<file path="src/rtl/afifo_pkg.sv">
// afifo_pkg: shared state type and Gray/binary conversions for the async FIFO pointer controllers.
package afifo_pkg;
  localparam int GW = 32;
  typedef enum logic {INIT, RUN} wr_state_e;
  function automatic logic [GW-1:0] bin2gray(input logic [GW-1:0] b);
    return b ^ (b >> 1);
  endfunction
  // Callers zero-extend narrower pointers, so the unused top bits decode to zero.
  function automatic logic [GW-1:0] gray2bin(input logic [GW-1:0] g);
    logic [GW-1:0] b;
    b = '0;
    for (int i = 0; i < GW; i++) b[i] = ^(g >> i);
    return b;
  endfunction
endpackage

</file>
<file path="src/rtl/afifo_wr_ctrl.sv">
// afifo_wr_ctrl: write-domain pointer controller; drives RAM writes and derives full/almost_full/level from the synced read pointer.
module afifo_wr_ctrl
  import afifo_pkg::*;
#(
  parameter int ADDR_WIDTH  = 4,
  parameter int SYNC_STAGES = 2,
  parameter int AF_LEVEL    = 12
) (
  input  logic                  clk,
  input  logic                  resetn,
  input  logic                  wr_valid,
  output logic                  wr_ready,
  output logic                  mem_we,
  output logic [ADDR_WIDTH-1:0] mem_waddr,
  output logic [ADDR_WIDTH:0]   wptr_gray,
  input  logic [ADDR_WIDTH:0]   rptr_gray_sync,
  output logic                  full,
  output logic                  almost_full,
  output logic [ADDR_WIDTH:0]   wr_level,
  output logic                  ptr_err
);
  localparam int P  = ADDR_WIDTH + 1;
  localparam int CW = $clog2(SYNC_STAGES + 1) + 1;
  localparam logic [P-1:0] DEPTH = P'(1 << ADDR_WIDTH);
  localparam logic [P-1:0] AF    = P'(AF_LEVEL);
  wr_state_e     r_state, w_state_nxt;
  logic [CW-1:0] r_cnt, w_cnt_nxt;
  logic [P-1:0]  r_wbin, r_wgray, r_level;
  logic [P-1:0]  w_wbin_nxt, w_wgray_nxt, w_rbin, w_level_nxt;
  logic          r_full, r_af, r_err;
  logic          w_done, w_acc, w_full_nxt;
  // INIT waits for the synchronizer to flush its reset value before trusting rptr.
  always_comb begin
    w_done      = r_cnt == CW'(SYNC_STAGES);
    w_state_nxt = (r_state == INIT && w_done) ? RUN : r_state;
    w_cnt_nxt   = (r_state == INIT && !w_done) ? r_cnt + 1'b1 : r_cnt;
  end
  always_ff @(posedge clk) begin
    if (!resetn) begin
      r_state <= INIT;
      r_cnt   <= '0;
    end else begin
      r_state <= w_state_nxt;
      r_cnt   <= w_cnt_nxt;
    end
  end
  assign wr_ready    = (r_state == RUN) & ~r_full;
  assign w_acc       = wr_valid & wr_ready;
  assign mem_we      = w_acc;
  assign mem_waddr   = r_wbin[ADDR_WIDTH-1:0];
  assign w_wbin_nxt  = r_wbin + P'(w_acc);
  assign w_wgray_nxt = P'(bin2gray(GW'(w_wbin_nxt)));
  assign w_rbin      = P'(gray2bin(GW'(rptr_gray_sync)));
  assign w_level_nxt = w_wbin_nxt - w_rbin;
  // Full when the write pointer is exactly one lap ahead: top two Gray bits inverted.
  assign w_full_nxt  = w_wgray_nxt == {~rptr_gray_sync[P-1:P-2], rptr_gray_sync[P-3:0]};
  always_ff @(posedge clk) begin
    if (!resetn) begin
      r_wbin  <= '0;
      r_wgray <= '0;
      r_level <= '0;
      r_full  <= 1'b0;
      r_af    <= 1'b0;
      r_err   <= 1'b0;
    end else begin
      r_wbin  <= w_wbin_nxt;
      r_wgray <= w_wgray_nxt;
      r_level <= w_level_nxt;
      r_full  <= w_full_nxt;
      r_af    <= w_level_nxt >= AF;
      r_err   <= r_err | (w_level_nxt > DEPTH);
    end
  end
  assign wptr_gray   = r_wgray;
  assign full        = r_full;
  assign almost_full = r_af;
  assign wr_level    = r_level;
  assign ptr_err     = r_err;
endmodule

</file>
<file path="config.mk">
export PLATFORM = sky130hd
export DESIGN_NAME = afifo_wr_ctrl
export DESIGN_NICKNAME = d
export VERILOG_FILES = /design/src/rtl/afifo_pkg.sv /design/src/rtl/afifo_wr_ctrl.sv
export SDC_FILE = /design/constraint.sdc
export NUM_CORES = 1
export LEC_CHECK = 0
export CORE_MARGIN = 10
export CORE_UTILIZATION = 30
export CTS_CLUSTER_DIAMETER = 200
export DETAILED_ROUTE_END_ITERATION = 7
export DONT_BUFFER_PORTS = 1
export MAX_ROUTING_LAYER = met4
export PLACE_DENSITY = 0.52
export SETUP_SLACK_MARGIN = 0.1
export SLEW_MARGIN = 20
export SYNTH_ARGS = -nofsm -noshare
export SYNTH_HDL_FRONTEND = slang
export SYNTH_SLANG_ARGS = --single-unit
</file>
<file path="constraint.sdc">
create_clock -name clk -period 7.1 [get_ports clk]
set_input_delay 1.42 -clock clk [delete_from_list [all_inputs] [get_ports clk]]
set_output_delay 1.42 -clock clk [all_outputs]
set_load 0.01 [all_outputs]
</file>
---- After elaboration in Yosys (flattened, before gate mapping) ----
Index checks and enable logic that the tools add are counted.
word-level totals
  bits in registers ....................... 22
  output and inout port bits .............. 19
  word-level logic and storage cells ...... 30
operators by class
  add/sub/neg operators ................... 3
  $lt $le $gt $ge ......................... 2
  equal/unequal tests ..................... 2
  bitwise operators ....................... 7
  reduce and logical (&&, ||, !) cells .... 8
operators by type and width
  operator               count
  $reduce_xor A32 Y1     5
  $add A5 B1 Y5          1
  $eq A5 B5 Y1           1
  $ge A5 B4 Y1 const B   1
  $gt A5 B5 Y1 const B   1
  $sub A5 B5 Y5          1
  $xor A5 B4 Y5          1
  $add A3 B1 Y3 const B  1
  $eq A3 B2 Y1 const B   1
  $and A1 B1 Y1          2
  $logic_and A1 B1 Y1    2
  $not A1 Y1             2
  $not A2 Y2             1
  $logic_not A1 Y1       1
  $or A1 B1 Y1           1

---- Depth between registers and ports, before layout ----
  depth after elaboration ................. 7
  gate-level depth with buffers ........... 12
  mapped depth without buffers ............ 12

---- Worst setup path before layout ----
OpenSTA, ideal clock, no wires.
  path kind ............................... input to register
  start ................................... in wr_valid
  end ..................................... reg r_af (netlist: almost_full)
  setup time .............................. 0.136 ns
  arrival ................................. 3.569 ns
  required time ........................... 6.964 ns
  path slack .............................. 3.395 ns
  stages on the path ...................... 10
  path through ............................ and2_1 -> ha_1 -> ha_1 -> xor2_2 -> ha_1 -> and2b_2 -> a211oi_1 -> o21ai_0 -> a311oi_2 -> o32ai_2
between the ends
  longest elaborated chain between the ends .. 4
ends and longest elaborated chain
  element               RTL line             RTL
  from (decl)           afifo_wr_ctrl.sv:11  input logic wr_valid,
  $and A1 B1 Y1         afifo_wr_ctrl.sv:48  assign w_acc = wr_valid & wr_ready;
  $add A5 B1 Y5         afifo_wr_ctrl.sv:51  assign w_wbin_nxt = r_wbin + P'(w_acc);
  net w_wbin_nxt[2]     afifo_wr_ctrl.sv:29  logic [P-1:0] w_wbin_nxt, w_wgray_nxt, w_rbin, w_level_nxt;
  $sub A5 B5 Y5         afifo_wr_ctrl.sv:54  assign w_level_nxt = w_wbin_nxt - w_rbin;
  $ge A5 B4 Y1          afifo_wr_ctrl.sv:70  r_af <= w_level_nxt >= AF;
  to (signal assigned)  afifo_wr_ctrl.sv:63  r_af <= 1'b0;
  to (signal assigned)  afifo_wr_ctrl.sv:70
  to (decl)             afifo_wr_ctrl.sv:30  logic r_full, r_af, r_err;
The timed path passes the listed nets, and every way through them passes these cells.
A chain may end at the register's enable or synchronous reset.

---- Final worst setup path ----
Ends and elaborated chain as after synthesis.

==> metrics.csv <==
metric,value,unit
min-delay-start,r_cnt[1],
worst_r2r_endpoint,almost_full,
dp_hpwl,2105,um
cp_max_stage_delay,0.38,ns
timing.hold.worst.class,flip-flop to flip-flop,
setup_ws,3.366,ns
report.final.hold_viol_count,0,
timing.critical_path.slowest_stage_cell,sky130_fd_sc_hd__a311oi_2,
cts-hold-fix-buffers,0,
via_count,866,
netlist_instances,127,
clk_root_buffer_cell,sky130_fd_sc_hd__clkbuf_8,
remaining_drc_errors,0,
worst_pin_slew,0.4963,ns
grt_usage,0.07642,
timing_max_transition_violations_final,0,
average_cell_area_after_synthesis,9.655,um^2
hold-worst-slack,0.5292,ns
overflow,0,
timing.critical_path.from_type,input port,
globalplace.congestion,0.8502,
core.rowCount,23,
routed_wire_length_per_instance,14.54,um
ir_worst_vdd,0.07220,mV
clock_skews,0.003620,ns
routed_wl,2588,um
synth-warning-count,0,
worst_setup_hold_path_clk_slew,0.07,ns
dieArea,7044,um^2
met3_usage,0.01563,
worst_ep_arrival_time,3.86,ns
synth_edf_count,0,
ys.flop_type,sky130_fd_sc_hd__dfxtp_1,
pin_count_of_the_biggest_net_entering_global_routing,17,
post_synthesis_sequential_area_ratio,0.3429,
clk_latency,0.26,ns
netlist-cell-type-count,40,
number_of_i_o_port_buffers,0,
holdPathStages,2,
required,7.23,ns
path_max_fanout,6,
cts_tree,built,
post_cts_resize_count,0,
final_critical_delay_including_setup_and_external_delays,3.734,ns
total_power,0.3399,mW
design.final.nets,145,
floorplan.initialDensity,0.3088,
io_pins,27,
wire_length_of_the_first_global_routing_pass,4333,um
worst-r2r-setup-slack,3.84,ns
rr_worst_depth,12,
inserted_diodes,0,
postCtsSetupBuffers,0,
drt_first_pass_iters,4,
grt_pass1_vias,891,
final_layout_size_suffix_gt1_frac,0.1172,
max_cap_viol_count,0,
synth.cell_area,1226,um^2
post-place-ws,3.114,ns
gr-usage-met1,0.08255,
fmaxAchievable,267.8,MHz
flow.area_growth_from_synthesis,7.857,%
clock_sinks,21,
grt-busiest-layer,met2,
power.leakage,0.5562,nW
whs_endpoint,r_cnt[1],
initial_antenna_violation_count,0,
critical-path-top-delay-family,compound AO/OA/AOI/OAI gates,
numCtsBuffers,3,
grt_setup_unrepaired,false,
relSlewSlack,0.6688,
period_share,0.5259,
die-height,83.93,um
setup_tns_after_final_layout,0,ns
fill_cells,420,
die_x,83.93,um
setup-violations-final,0,
final_cell_count_no_fill,178,
cts_max_path_buffers,2,
detailedRoute.firstIterationViolations,27,
critPathMostFrequentCell,sky130_fd_sc_hd__ha_1,
path_class,input port to flip-flop,
timing.rr.start,r_state,
worst_setup_path_end_kind,flip-flop,
htree_num_levels,1,
syn_nets,143,
postSynth.asyncResetShare,0,
drtAntennaViolNets,0,
met2_usage,0.1240,
number_of_buffer_and_inverter_stages_on_the_critical_path,0,
dpl.cell_count,174,
crit_path_cell_trace,and2_1 -> ha_1 -> ha_1 -> xor2_2 -> ha_1 -> and2b_2 -> a211oi_1 -> o21ai_0 -> a311oi_2 -> o32ai_2,
powerDensity,257.0,nW/um^2
coreArea,3971,um^2
ys_seq_elements,21,
drt-vias-per-instance,4.865,
outcome,"finished, final reports clean",
report_power, final:
part	leakage [nW]	total (mW)	internal, mW	switching [mW]
Sequential	0.172	0.155	0.137	0.0177
Clock	0.0255	0.0766	0.0390	0.0376
Combinational	0.358	0.108	0.0511	0.0574
worst min-delay path, stage by stage, from the launching register on:
cell and delay (ns):
sky130_fd_sc_hd__dfxtp_1 0.33, sky130_fd_sc_hd__nor2_1 0.10, sky130_fd_sc_hd__a211oi_1 0.05
Yosys cell counts, drive strengths merged (2+ instances only):
cell type / instances / area share
a211oi: 2 / 0.012
a21oi: 5 / 0.020
and2: 8 / 0.041
clkbuf: 3 / 0.010
dfxtp: 21 / 0.34
ha: 8 / 0.082
inv: 9 / 0.028
nand3: 4 / 0.016
nand3b: 2 / 0.012
nor2: 17 / 0.052
nor2b: 3 / 0.015
nor3: 3 / 0.012
o21a: 2 / 0.012
o21ai: 2 / 0.0082
or3: 2 / 0.010
xnor2: 9 / 0.10
xor2: 8 / 0.069
layer usage:
layer  vias up  routed length (um)
met5         -                   0
met4         0                  65
met3         4                 127
met2        19                1297
met1       403                1098
li1        440                   -
sequential cells by signal, indices dropped and copies added, names as in the netlist:
register	count
wr_level	5
r_state	1
r_wbin	5
wptr_gray	4
ptr_err	1
almost_full	1
full	1
r_cnt	3
cell usage in the layout, fill, tap and decap left out, drive strengths merged, types with 2 or more instances in the layout:
master	Yosys	layout
a211oi	2	2
a21oi	5	5
and2	8	8
clkbuf	3	3
dfxtp	21	21
ha	8	8
inv	9	9
nand3	4	4
nand3b	2	2
nor2	17	17
nor2b	3	3
nor3	3	3
o21a	2	2
o21ai	2	2
or3	2	2
xnor2	9	9
xor2	8	8
kinds of logic after synthesis:
group / synth area share
buffers and inverters: 0.03775
xor gates and xnor gates: 0.1898
muxes: 0.008164
adders and majority gates: 0.08164
and+or+nand+nor: 0.2143
DFF: 0.3429
AOI/OAI and AO/OA: 0.1255
layout make-up:
class | count | area [um^2] | share of cell area
well taps | 50 | 62.56 | 0.04730
multi-input cells | 94 | 759.5 | 0.5743
clock buffers | 3 | 41.29 | 0.03122
inverters | 9 | 33.78 | 0.02554
clock inverters | 1 | 5.005 | 0.003784
flip-flops and latches | 21 | 420.4 | 0.3179
metrics by stage:
step / utilization / instance area, um^2
finish: 0.3330 / 1323
global route: 0.3330 / 1323
CTS: 0.3330 / 1323
detailed placement: 0.3214 / 1276
global placement: 0.3214 / 1276
floorplan: - / 1226
how the worst max path moves through the flow:
| stage | from | depth (start not counted) | end | slack [ns] |
|---|---|---|---|---|
| 2_1_floorplan | wr_valid | 10 | almost_full | 3.39 |
| 3_3_place_gp | wr_valid | 10 | almost_full | 3.17 |
| 3_5_place_dp | wr_valid | 10 | almost_full | 3.11 |
| 4_1_cts | wr_valid | 10 | almost_full | 3.39 |
| 5_1_grt | wr_valid | 10 | almost_full | 3.21 |
| 6_report | wr_valid | 10 | almost_full | 3.37 |
Power figures use the tool's default switching activity.
